**config.mk**
```make
export PLATFORM = sky130hd
export DESIGN_NAME = uart_rx_param
export DESIGN_NICKNAME = d
export VERILOG_FILES = /design/src/rtl/uart_rx_param.sv
export SDC_FILE = /design/constraint.sdc
export NUM_CORES = 1
export LEC_CHECK = 0
export CORE_MARGIN = 2
export CORE_UTILIZATION = 49
export DETAILED_ROUTE_END_ITERATION = 8
export PLACE_DENSITY_LB_ADDON = 0.25
export SETUP_SLACK_MARGIN = 0.2
export SYNTH_ARGS = -nofsm -noshare
export SYNTH_HDL_FRONTEND = slang
export SYNTH_SLANG_ARGS = --single-unit
```
**constraint.sdc**
```tcl
create_clock -name clk -period 6.3 [get_ports clk]
set_input_delay 1.26 -clock clk [delete_from_list [all_inputs] [get_ports clk]]
set_output_delay 1.26 -clock clk [all_outputs]
set_load 0.01 [all_outputs]
```
**src/rtl/uart_rx_param.sv**
```systemverilog
// rtl/uart_rx_param.sv - oversampling UART receiver with majority vote, optional parity and RX FIFO
module uart_rx_param #(
  parameter int CLK_HZ     = 50_000_000,
  parameter int BAUD       = 9600,
  parameter int OVERSAMPLE = 16,
  parameter int DATA_BITS  = 8,
  parameter int PARITY     = 0,
  parameter int STOP_BITS  = 1,
  parameter int FIFO_DEPTH = 4
) (
  input  logic                          clk,
  input  logic                          reset,
  input  logic                          rxd,
  input  logic                          rd_en,
  output logic [DATA_BITS-1:0]          rd_data,
  output logic                          rd_valid,
  output logic [$clog2(FIFO_DEPTH):0]   fifo_count,
  output logic                          frame_err,
  output logic                          parity_err,
  output logic                          overrun
);

  localparam int DIV   = (CLK_HZ + BAUD * OVERSAMPLE / 2) / (BAUD * OVERSAMPLE);
  localparam int DIV_W = (DIV > 1) ? $clog2(DIV) : 1;
  localparam int OS_W  = $clog2(OVERSAMPLE);
  localparam int PTR_W = $clog2(FIFO_DEPTH);
  localparam int CNT_W = PTR_W + 1;

  localparam logic [DIV_W-1:0] DIV_LAST  = DIV_W'(DIV - 1);
  localparam logic [OS_W-1:0]  OS_LAST   = OS_W'(OVERSAMPLE - 1);
  localparam logic [OS_W-1:0]  VOTE_A    = OS_W'(OVERSAMPLE / 2 - 1);
  localparam logic [OS_W-1:0]  VOTE_B    = OS_W'(OVERSAMPLE / 2);
  localparam logic [OS_W-1:0]  VOTE_C    = OS_W'(OVERSAMPLE / 2 + 1);
  localparam logic [3:0]       DATA_LAST = 4'(DATA_BITS - 1);
  localparam logic [3:0]       STOP_LAST = 4'(STOP_BITS - 1);
  localparam logic [CNT_W-1:0] CNT_FULL  = CNT_W'(FIFO_DEPTH);

  typedef enum logic [2:0] {
    S_IDLE,
    S_START,
    S_DATA,
    S_PAR,
    S_STOP,
    S_WAIT_HI
  } state_t;

  state_t r_state, w_next;

  logic                 r_sync1, r_rxs, r_rxs_prev;
  logic [DIV_W-1:0]     r_div_cnt;
  logic [OS_W-1:0]      r_os_cnt;
  logic                 r_vote_a, r_vote_b;
  logic [DATA_BITS-1:0] r_shift;
  logic [3:0]           r_bit_cnt;
  logic                 r_par_bad;
  logic                 r_push, r_frame_err, r_parity_err, r_overrun;

  logic [DATA_BITS-1:0] r_mem [FIFO_DEPTH];
  logic [PTR_W-1:0]     r_wptr, r_rptr;
  logic [CNT_W-1:0]     r_count;

  logic w_start_edge, w_tick, w_sample, w_maj, w_par_exp;
  logic w_push, w_fe, w_pe;
  logic w_empty, w_full, w_rd, w_wr, w_overrun;

  always_ff @(posedge clk) begin
    if (reset) begin
      r_sync1    <= 1'b1;
      r_rxs      <= 1'b1;
      r_rxs_prev <= 1'b1;
    end else begin
      r_sync1    <= rxd;
      r_rxs      <= r_sync1;
      r_rxs_prev <= r_rxs;
    end
  end

  assign w_start_edge = (r_state == S_IDLE) && r_rxs_prev && !r_rxs;
  assign w_tick       = (r_div_cnt == DIV_LAST);
  assign w_sample     = w_tick && (r_os_cnt == VOTE_C);
  assign w_maj        = (r_vote_a & r_vote_b) | (r_vote_a & r_rxs) | (r_vote_b & r_rxs);
  assign w_par_exp    = (PARITY == 1) ? ~^r_shift : ^r_shift;

  // Realigning the tick phase to the start edge puts vote ticks around each bit centre
  always_ff @(posedge clk) begin
    if (reset || w_start_edge) begin
      r_div_cnt <= '0;
      r_os_cnt  <= '0;
    end else if (w_tick) begin
      r_div_cnt <= '0;
      r_os_cnt  <= (r_os_cnt == OS_LAST) ? '0 : r_os_cnt + 1'b1;
    end else begin
      r_div_cnt <= r_div_cnt + 1'b1;
    end
  end

  always_ff @(posedge clk) begin
    if (reset) begin
      r_vote_a <= 1'b1;
      r_vote_b <= 1'b1;
    end else if (w_tick) begin
      if (r_os_cnt == VOTE_A) r_vote_a <= r_rxs;
      if (r_os_cnt == VOTE_B) r_vote_b <= r_rxs;
    end
  end

  always_ff @(posedge clk) begin
    if (reset) r_state <= S_IDLE;
    else       r_state <= w_next;
  end

  always_comb begin
    w_next = r_state;
    w_push = 1'b0;
    w_fe   = 1'b0;
    w_pe   = 1'b0;
    case (r_state)
      S_IDLE:    if (w_start_edge) w_next = S_START;
      S_START:   if (w_sample) w_next = w_maj ? S_IDLE : S_DATA;
      S_DATA:    if (w_sample && r_bit_cnt == DATA_LAST)
                   w_next = (PARITY != 0) ? S_PAR : S_STOP;
      S_PAR:     if (w_sample) w_next = S_STOP;
      S_STOP: begin
        if (w_sample) begin
          if (!w_maj) begin
            w_fe   = 1'b1;
            w_next = S_WAIT_HI;
          end else if (r_bit_cnt == STOP_LAST) begin
            w_pe   = r_par_bad;
            w_push = !r_par_bad;
            w_next = S_IDLE;
          end
        end
      end
      S_WAIT_HI: if (r_rxs) w_next = S_IDLE;
      default:   w_next = S_IDLE;
    endcase
  end

  always_ff @(posedge clk) begin
    if (reset) begin
      r_shift      <= '0;
      r_bit_cnt    <= '0;
      r_par_bad    <= 1'b0;
      r_push       <= 1'b0;
      r_frame_err  <= 1'b0;
      r_parity_err <= 1'b0;
    end else begin
      r_push       <= w_push;
      r_frame_err  <= w_fe;
      r_parity_err <= w_pe;
      if (w_start_edge) begin
        r_bit_cnt <= '0;
        r_par_bad <= 1'b0;
      end else if (w_sample) begin
        case (r_state)
          S_DATA: begin
            r_shift   <= {w_maj, r_shift[DATA_BITS-1:1]};
            r_bit_cnt <= (r_bit_cnt == DATA_LAST) ? '0 : r_bit_cnt + 1'b1;
          end
          S_PAR:   r_par_bad <= (w_maj != w_par_exp);
          S_STOP:  r_bit_cnt <= r_bit_cnt + 1'b1;
          default: ;
        endcase
      end
    end
  end

  // r_shift stays stable in IDLE until the next frame's data bits, so it is the write data
  assign w_empty   = (r_count == '0);
  assign w_full    = (r_count == CNT_FULL);
  assign w_rd      = rd_en && !w_empty;
  assign w_wr      = r_push && (!w_full || w_rd);
  assign w_overrun = r_push && w_full && !w_rd;

  always_ff @(posedge clk) begin
    if (w_wr) r_mem[r_wptr] <= r_shift;
  end

  always_ff @(posedge clk) begin
    if (reset) begin
      r_wptr    <= '0;
      r_rptr    <= '0;
      r_count   <= '0;
      r_overrun <= 1'b0;
    end else begin
      r_overrun <= w_overrun;
      if (w_wr) r_wptr <= r_wptr + 1'b1;
      if (w_rd) r_rptr <= r_rptr + 1'b1;
      if (w_wr && !w_rd)      r_count <= r_count + 1'b1;
      else if (!w_wr && w_rd) r_count <= r_count - 1'b1;
    end
  end

  assign rd_valid   = !w_empty;
  assign rd_data    = w_empty ? '0 : r_mem[r_rptr];
  assign fifo_count = r_count;
  assign frame_err  = r_frame_err;
  assign parity_err = r_parity_err;
  assign overrun    = r_overrun;

endmodule

```
==> out/results.ini, run 1 <==
[sta]
slew_viol_final=0
setup_violations=0
fin_tns_setup_ns=0
finalHoldViolations=0
tightest_slew_ns=0.981
fmax_mhz=289
fin_crit_sh_pct=55.0
post-route-min-period_ns=3.46
rsz0062_at_grt=no
max-slew-margin-rel_pct=34.4
skew_ns=0.00840

[synthesis]
synthArstFlopShare_pct=0
synth-seq-cells=79
synth_warnings=0
ys_types=47
synth_edf_count=32
yosysSeqAreaShare_pct=55.9
syn_nets=304
syn_area_per_cell_um2=11.9
ys.flop_type=dfxtp_1
synthesis.area_um2=3400
syn_inst=287

[cts]
cts_max_level=3
clock_latency_ns=0.34
clkTransAtPathRegs_ns=0.08
post_cts_buffers=0
root_buffer=clkbuf_8
cts_resized=0
numCtsBuffers=9
cts_tree=yes
cts.hold.buffers_added=0
clock-sinks=79
clockBufferDepth=2

[drt]
ant_nets=0
drc=0
routed_wl_um=5400
via_per_inst=5.32
drt_pass1_iterations=4
first_iter_violations=97
via_count=2064
wl_per_cell_um=13.9

[global_routing]
antenna_found_initial=0
grt_util_all_layers_pct=15.5
grt_pass1_vias=1937
grt_pass1_wl_um=9020
gr-total-overflow=0
grt_max_degree=29

[placement]
hpwl_um=3660
globalplace.congestion=0.702
io_buffer_count=18

[min_path]
whs_path_depth=1
hold_path_class=register to register

[layout]
diodes=0
fin_util_pct=57.4
drive_gt1_share_pct=11.0
area_delta_synth_final_pct=13.9
fin_nets=320
num-fill-cells=569

[floorplan]
die_area_um2=7630
fp.dieW_um=87.3
rows=30
fp.dieH_um=87.3
top_level_ports=19
core_area_um2=6760
initial_core_util_pct=50.4

[setup_path]
worstPathArrival_ns=2.20
crit_slowest_cell=dfxtp_1
path_cells=mux4_2, and2_1, clkdlybuf4s50_1
critPathLaunchType=register
cp-end-kind=output port
rr_worst_depth=8
slowest_delay_ns=0.66
path_max_fanout=8
critical_path_class=register to output port
crit_required_ns=5.04

[status]
status=finished, final reports clean

[pwr]
peakVddDrop_mv=0.143
power.leakage_nw=1.43
power_density_nw_per_um2=338

[flow_run]
drv_cap=0

==> registers in the layout (all words and copies together) (netlist names), 2 cells and up, named ones only <==
signal and flops:
r_bit_cnt 4, r_os_cnt 4, r_rptr 2, r_shift 8, fifo_count 3, r_div_cnt 9
r_state 3, r_wptr 2, r_mem 32
==> placed cells by master, fill, tap and decap left out, drive strengths merged, types with 2 or more instances in the layout <==
| cell type | n |
|---|---|
| a21o | 2 |
| a21oi | 8 |
| and2 | 11 |
| and3 | 6 |
| bufinv | 3 |
| clkbuf | 9 |
| clkdlybuf4s50 | 18 |
| clkinv | 2 |
| dfxtp | 47 |
| edfxtp | 32 |
| ha | 12 |
| inv | 13 |
| mux2i | 14 |
| mux4 | 8 |
| nand2 | 9 |
| nand2b | 3 |
| nand3 | 7 |
| nand4 | 4 |
| nor2 | 42 |
| nor3b | 3 |
| nor4 | 3 |
| o21ai | 2 |
| or2 | 4 |
| or3 | 4 |
| xnor2 | 9 |
| xor2 | 12 |
==> cells in the mapped netlist, drive strengths merged, types with 6 or more instances <==
cell type  number  area, um2
and2           11       68.8
inv            12       45.0
dfxtp          47        941
edfxtp         32        961
a21oi           8       43.8
mux2i          14        140
xor2           12        105
and3            6       37.5
ha             12        150
xnor2           9       78.8
nand3           7       35.0
clkbuf         12       45.0
nor2           42        158
mux4            8        180
nand2           9       33.8
==> per-layer routing <==
| metal | share of wire [%] | global-route usage, % | vias up | wire length [um] |
|---|---|---|---|---|
| li1 | - | - | 1034 | - |
| met1 | 47 | 19.8 | 992 | 2540 |
| met2 | 49 | 25.4 | 30 | 2660 |
| met3 | 2.3 | 3.13 | 8 | 123 |
| met4 | 1.4 | 7.13 | 0 | 77 |
| met5 | 0 | 0 | - | 0 |
==> worst paths after layout <==
kind                       from       endpoint  slack, ns
hold / removal          r_sync1          r_rxs       0.42
setup reg to reg  fifo_count[0]  fifo_count[2]       3.79
hold reg to reg         r_sync1          r_rxs       0.42
setup / recovery       register     rd_data[7]       2.84
==> cell type report <==
type,instances,area (um2),area share [%]
multi-input combinational,183,1410,36.2
clock buffer,9,124,3.20
inverter,12,45.0,1.16
timing repair buffer,18,180,4.65
clock inverter,7,120,3.10
sequential,79,1900,49.1
tap,80,100,2.58
==> per-stage QoR <==
stage	hold slack, ns	std cells	power [W]	area (um2)	worst slack, ns
final	0.418	388	0.00131	3880	2.84
after global routing	0.429	388	0.00138	3880	2.65
after CTS	0.418	388	0.00133	3880	2.76
after detailed placement	0.397	372	0.000877	3630	2.52
after global placement	0.393	372	0.000872	3630	2.59
after floorplan	0.389	287	0.000755	3400	3.08
==> critical path, delay by kind of cell (launching register included) <==
kind / cells / cell delay (ns)
flip-flops: 1 / 0.66
AND/OR/NAND/NOR: 1 / 0.18
buffers and inverters: 1 / 0.48
multiplexers: 1 / 0.56
==> kinds of logic (layout without fill, tap and decap cells) <==
logic type | after synthesis | in the layout | synth area share (%)
adders and majority gates | 14 | 14 | 5.33
and+or+nand+nor | 104 | 104 | 16.0
buffers and inverters | 25 | 46 | 2.79
DFF | 79 | 79 | 55.9
AOI/OAI and AO/OA | 20 | 20 | 4.16
xor gates and xnor gates | 22 | 22 | 6.07
muxes | 23 | 23 | 9.75
==> report_power, final <==
part           switching, W  internal, W  total [W]
logic              0.000112     0.000164   0.000276
registers         0.0000351     0.000548   0.000583
clock network      0.000185     0.000265   0.000450
total              0.000333     0.000977    0.00131
Power figures use the tool's default switching activity.
==> run 2: changes to the inputs <==
==> constraint.sdc (replaced) <==
create_clock -name clk -period 3.1 [get_ports clk]
set_input_delay 0.62 -clock clk [delete_from_list [all_inputs] [get_ports clk]]
set_output_delay 0.62 -clock clk [all_outputs]
set_load 0.01 [all_outputs]
==> run 2 against run 1 <==
- combinational power rose by 110%
- cell count up 1.0%
- clock power increased by 84%
- utilization increased by 0.093 points
- global-route usage increased by 0.46 points
- die area unchanged
- sequential cell count did not move
- clock skew is 0.0040 ns higher
- register-to-register slack lost 3.1 ns
- clock-buffer cell count unchanged
- total power up 98%
==> out/results.ini, run 2 (synthesis gave the netlist of run 1 again) <==
[global_routing]
gr-total-overflow=0
grt_pass1_vias=2040
grt_pass1_wl_um=9380
grt_max_degree=16
antenna_found_initial=0
grt_util_all_layers_pct=16.0

[drt]
via_per_inst=5.31
routed_wl_um=5280
first_iter_violations=85
drc=0
wl_per_cell_um=13.5
ant_nets=0
via_count=2080
drt_pass1_iterations=4

[pwr]
power.total_w=0.00259
power_density_nw_per_um2=666
peakVddDrop_mv=0.317
power.leakage_nw=1.44

[sta]
fin_crit_sh_pct=86.0
tightest_slew_ns=0.471
max-slew-margin-rel_pct=68.6
fmax_mhz=375
setup_violations=0
fin_tns_setup_ns=0
skew_ns=0.0124
post-route-min-period_ns=2.67
finalHoldViolations=0
slew_viol_final=0
rsz0062_at_grt=no

[setup_path]
critPathLaunchType=register
crit_slowest_cell=mux4_2
cp-end-kind=output port
path_cells=mux4_2, and2_1, clkdlybuf4s50_1
slowest_delay_ns=0.55
path_max_fanout=8
critical_path_class=register to output port
worstPathArrival_ns=2.05
crit_required_ns=2.48

[cts]
cts_max_level=3
root_buffer=clkbuf_8
clockBufferDepth=2
clock_latency_ns=0.35
clkTransAtPathRegs_ns=0.09
numCtsBuffers=9
clock-sinks=79
cts_tree=yes

[layout]
area_delta_synth_final_pct=14.1
drive_gt1_share_pct=12.5
regMostFlops=r_mem
num-fill-cells=597
layout_commonest_cell=dfxtp_1
final_cell_mix=dfxtp_1 (46), nor2_1 (42), edfxtp_1 (32)
largest_reg_flops=32
fin_nets=324
top_regs=r_mem: 32 flops, r_div_cnt: 9 flops, r_shift: 8 flops
diodes=0

[placement]
hpwl_um=3710
globalplace.congestion=0.783
io_buffer_count=18

[floorplan]
fp.dieH_um=87.3
core_area_um2=6760
top_level_ports=19
initial_core_util_pct=50.4
die_area_um2=7630
rows=30
fp.dieW_um=87.3

[min_path]
hold_path_class=register to register

[flow_run]
drv_cap=0

[status]
status=finished, final reports clean

run 2: cell type report:
cell class / count / area, um2 / share of cell area (%)
tap: 80 / 100 / 2.58
clock inverter: 7 / 95.1 / 2.45
timing repair buffer: 22 / 210 / 5.41
multi-input combinational: 183 / 1410 / 36.2
inverter: 12 / 45.0 / 1.16
clock buffer: 9 / 124 / 3.19
sequential: 79 / 1900 / 49.0
run 2: per-stage QoR:
stage                     setup slack [ns]  cells  util, %  instance area, um2  hold WS [ns]
after CTS                            0.388    392     57.5                3880         0.421
final                                0.434    392     57.5                3880         0.420
after global placement               0.213    376     54.2                3660         0.394
after global routing                 0.308    392     57.5                3880         0.456
after floorplan                      0.519    287        -                3400         0.389
after detailed placement             0.130    376     54.2                3660         0.401
run 2: per-layer routing:
metal	global-route usage (%)	share of wire (%)
met1	19.8	47
met2	26.4	48
met3	6.26	3.6
met4	3.78	1.1
met5	0	0
run 2: worst paths after layout:
kind | from | to | slack, ns | cells after the start
hold reg to reg | r_sync1 | r_rxs | 0.42 | 1
hold / removal | r_sync1 | r_rxs | 0.42 | 1
setup reg to reg | fifo_count[0] | fifo_count[2] | 0.67 | 8
setup / recovery | register | rd_data[3] | 0.43 | 3
run 2: critical path, delay by kind of cell, from the launching register on:
kind / cells / cell delay [ns]
buf+inv: 1 / 0.46
flops: 1 / 0.51
simple gates: 1 / 0.17
mux: 1 / 0.55
run 2: what timing repair did:
item / 4_1_cts / 5_1_grt
setup buffers: 0 / 0
hold buffers: 0 / 0
gates resized for setup: 1 / 0
setup endpoints to repair: 2 / 0
run 2: power breakdown:
part	internal, W	switching, W
registers	0.00112	0.0000738
logic	0.000339	0.000232
clock network	0.000456	0.000371
total	0.00191	0.000676
==> run 3: changes to the inputs <==
--- a/config.mk
+++ b/config.mk
@@ -9,6 +9,7 @@
 export CORE_UTILIZATION = 49
 export DETAILED_ROUTE_END_ITERATION = 8
 export PLACE_DENSITY_LB_ADDON = 0.25
+export REMOVE_ABC_BUFFERS = 1
 export SETUP_SLACK_MARGIN = 0.2
 export SYNTH_ARGS = -nofsm -noshare
 export SYNTH_HDL_FRONTEND = slang
==> run 3 against run 2 <==
- critical path depth unchanged
- wire length decreased by 1.0%
- die area unchanged
- sequential share of layout area decreased by 0.063 points
- combinational power decreased by 2%
- critical path type unchanged
- critical endpoint is now rd_data[5]
- highest routed layer unchanged
==> out/results.ini, run 3 (synthesis gave the netlist of run 1 again) <==
[cts]
clock_latency_ns=0.35
clkTransAtPathRegs_ns=0.08
root_buffer=clkbuf_8
cts_resized=1
cts_tree=yes
cts.hold.buffers_added=0
post_cts_buffers=0
clockBufferDepth=2
clock-sinks=79
cts_max_level=3
numCtsBuffers=9

[layout]
area_delta_synth_final_pct=14.3
fin_nets=323
regMostFlops=r_mem
stdcell_area_um2=3890
num-fill-cells=571
drive_gt1_share_pct=12.2
largest_reg_flops=32
diodes=0
layout_commonest_cell=dfxtp_1
top_regs=r_mem: 32 flops, r_div_cnt: 9 flops, r_shift: 8 flops
final_cell_mix=dfxtp_1 (46), nor2_1 (42), edfxtp_1 (32)

[min_path]
whs_path_depth=1
hold_start=r_sync1
hold_path_class=register to register
hold_path_end=r_rxs

[sta]
finalHoldViolations=0
tightest_slew_ns=0.471
fin_tns_setup_ns=0
slew_viol_final=0
skew_ns=0.00805
max-slew-margin-rel_pct=68.6
fin_crit_sh_pct=85.7
rsz0062_at_grt=no
fmax_mhz=377
post-route-min-period_ns=2.66
setup_violations=0

[pwr]
clkPwrFrac_pct=32.8
power.total_w=0.00260
seq_power_share_pct=45.7
pwr-share-comb_pct=21.5
peakVddDrop_mv=0.324
power.leakage_nw=1.43
internal_power_w=0.00195
sw_frac_of_total_pct=25.1
p_sw_w=0.000654
power_density_nw_per_um2=670

[setup_path]
path_max_fanout=8
critical_path_class=register to output port
rrSetupSlack_ns=0.73
rr_worst_depth=8
r2r_start=fifo_count[0]
cp-end-kind=output port
reg2reg_to=fifo_count[2]
critPathLaunchType=register
crit_required_ns=2.48
worstPathArrival_ns=2.04

[floorplan]
die_area_um2=7630
fp.dieH_um=87.3
top_level_ports=19
fp.dieW_um=87.3
initial_core_util_pct=50.4
core_area_um2=6760
rows=30

[placement]
placed_cell_area_um2=3650
io_buffer_count=18
globalplace.congestion=0.864
hpwl_um=3610

[global_routing]
antenna_found_initial=0
grt_pass1_vias=1947
gr-total-overflow=0
grt_max_degree=23
grt_util_all_layers_pct=15.7
grt_pass1_wl_um=9070

[drt]
drt_pass1_iterations=4
routed_wl_um=5220
via_count=2025
wl_per_cell_um=13.4
drc=0
via_per_inst=5.18
first_iter_violations=115
ant_nets=0

[flow_run]
drv_cap=0

[status]
status=finished, final reports clean

run 3: cell count changes in the layout (fill, tap and decap cells not counted):
| cell | change |
|---|---|
| buf_4 | -1 |
| clkinvlp_4 | +1 |
| clkinv_2 | -1 |
| clkbuf_8 | +2 |
| inv_6 | -2 |
run 3: how the worst max path moves through the flow:
stage               endpoint  slack [ns]  depth (start not counted)     start
5_1_grt           rd_data[5]        0.32                          3  register
3_5_place_dp   fifo_count[2]        0.17                          9     rd_en
6_report          rd_data[5]        0.44                          3  register
3_3_place_gp   fifo_count[2]        0.19                          9     rd_en
4_1_cts           rd_data[5]        0.40                          3  register
2_1_floorplan  fifo_count[2]        0.57                          8     rd_en
run 3: critical path, cell delays in order, from the launching register on:
cell	delay [ns]
dfxtp_2	0.51
mux4_2	0.54
and2_1	0.16
clkdlybuf4s50_1	0.46
run 3: per-layer routing:
| layer | global-route usage [%] | routed length [um] | vias up |
|---|---|---|---|
| met5 | 0 | 0 | - |
| met4 | 5.45 | 63 | 0 |
| met3 | 5.50 | 209 | 6 |
| met2 | 24.7 | 2560 | 29 |
| met1 | 20.0 | 2390 | 952 |
| li1 | - | - | 1038 |
run 3: stage by stage:
step / utilization [%] / std cells / hold slack (ns) / worst slack, ns
6_report: 57.5 / 391 / 0.419 / 0.444
5_1_grt: 57.5 / 391 / 0.437 / 0.325
4_1_cts: 57.5 / 391 / 0.419 / 0.398
3_5_place_dp: 54.1 / 375 / 0.397 / 0.170
3_3_place_gp: 54.1 / 375 / 0.392 / 0.189
2_1_floorplan: - / 274 / 0.389 / 0.570
run 3: power by group through the flow:
stage          clock, W  combinational [W]  sequential [W]
2_1_floorplan         0           0.000313         0.00120
3_3_place_gp          0           0.000560         0.00121
3_5_place_dp          0           0.000566         0.00121
4_1_cts        0.000876           0.000569         0.00119
5_1_grt        0.000924           0.000620         0.00120
6_report       0.000853           0.000560         0.00119
run 3: final cells by class:
cell class | count | area, um2 | area share (%)
clock buffer | 11 | 151 | 3.89
clock inverter | 5 | 80.1 | 2.06
inverter | 12 | 45.0 | 1.16
multi-input combinational | 183 | 1410 | 36.1
sequential | 79 | 1900 | 49.0
tap | 80 | 100 | 2.57
timing repair buffer | 21 | 203 | 5.21
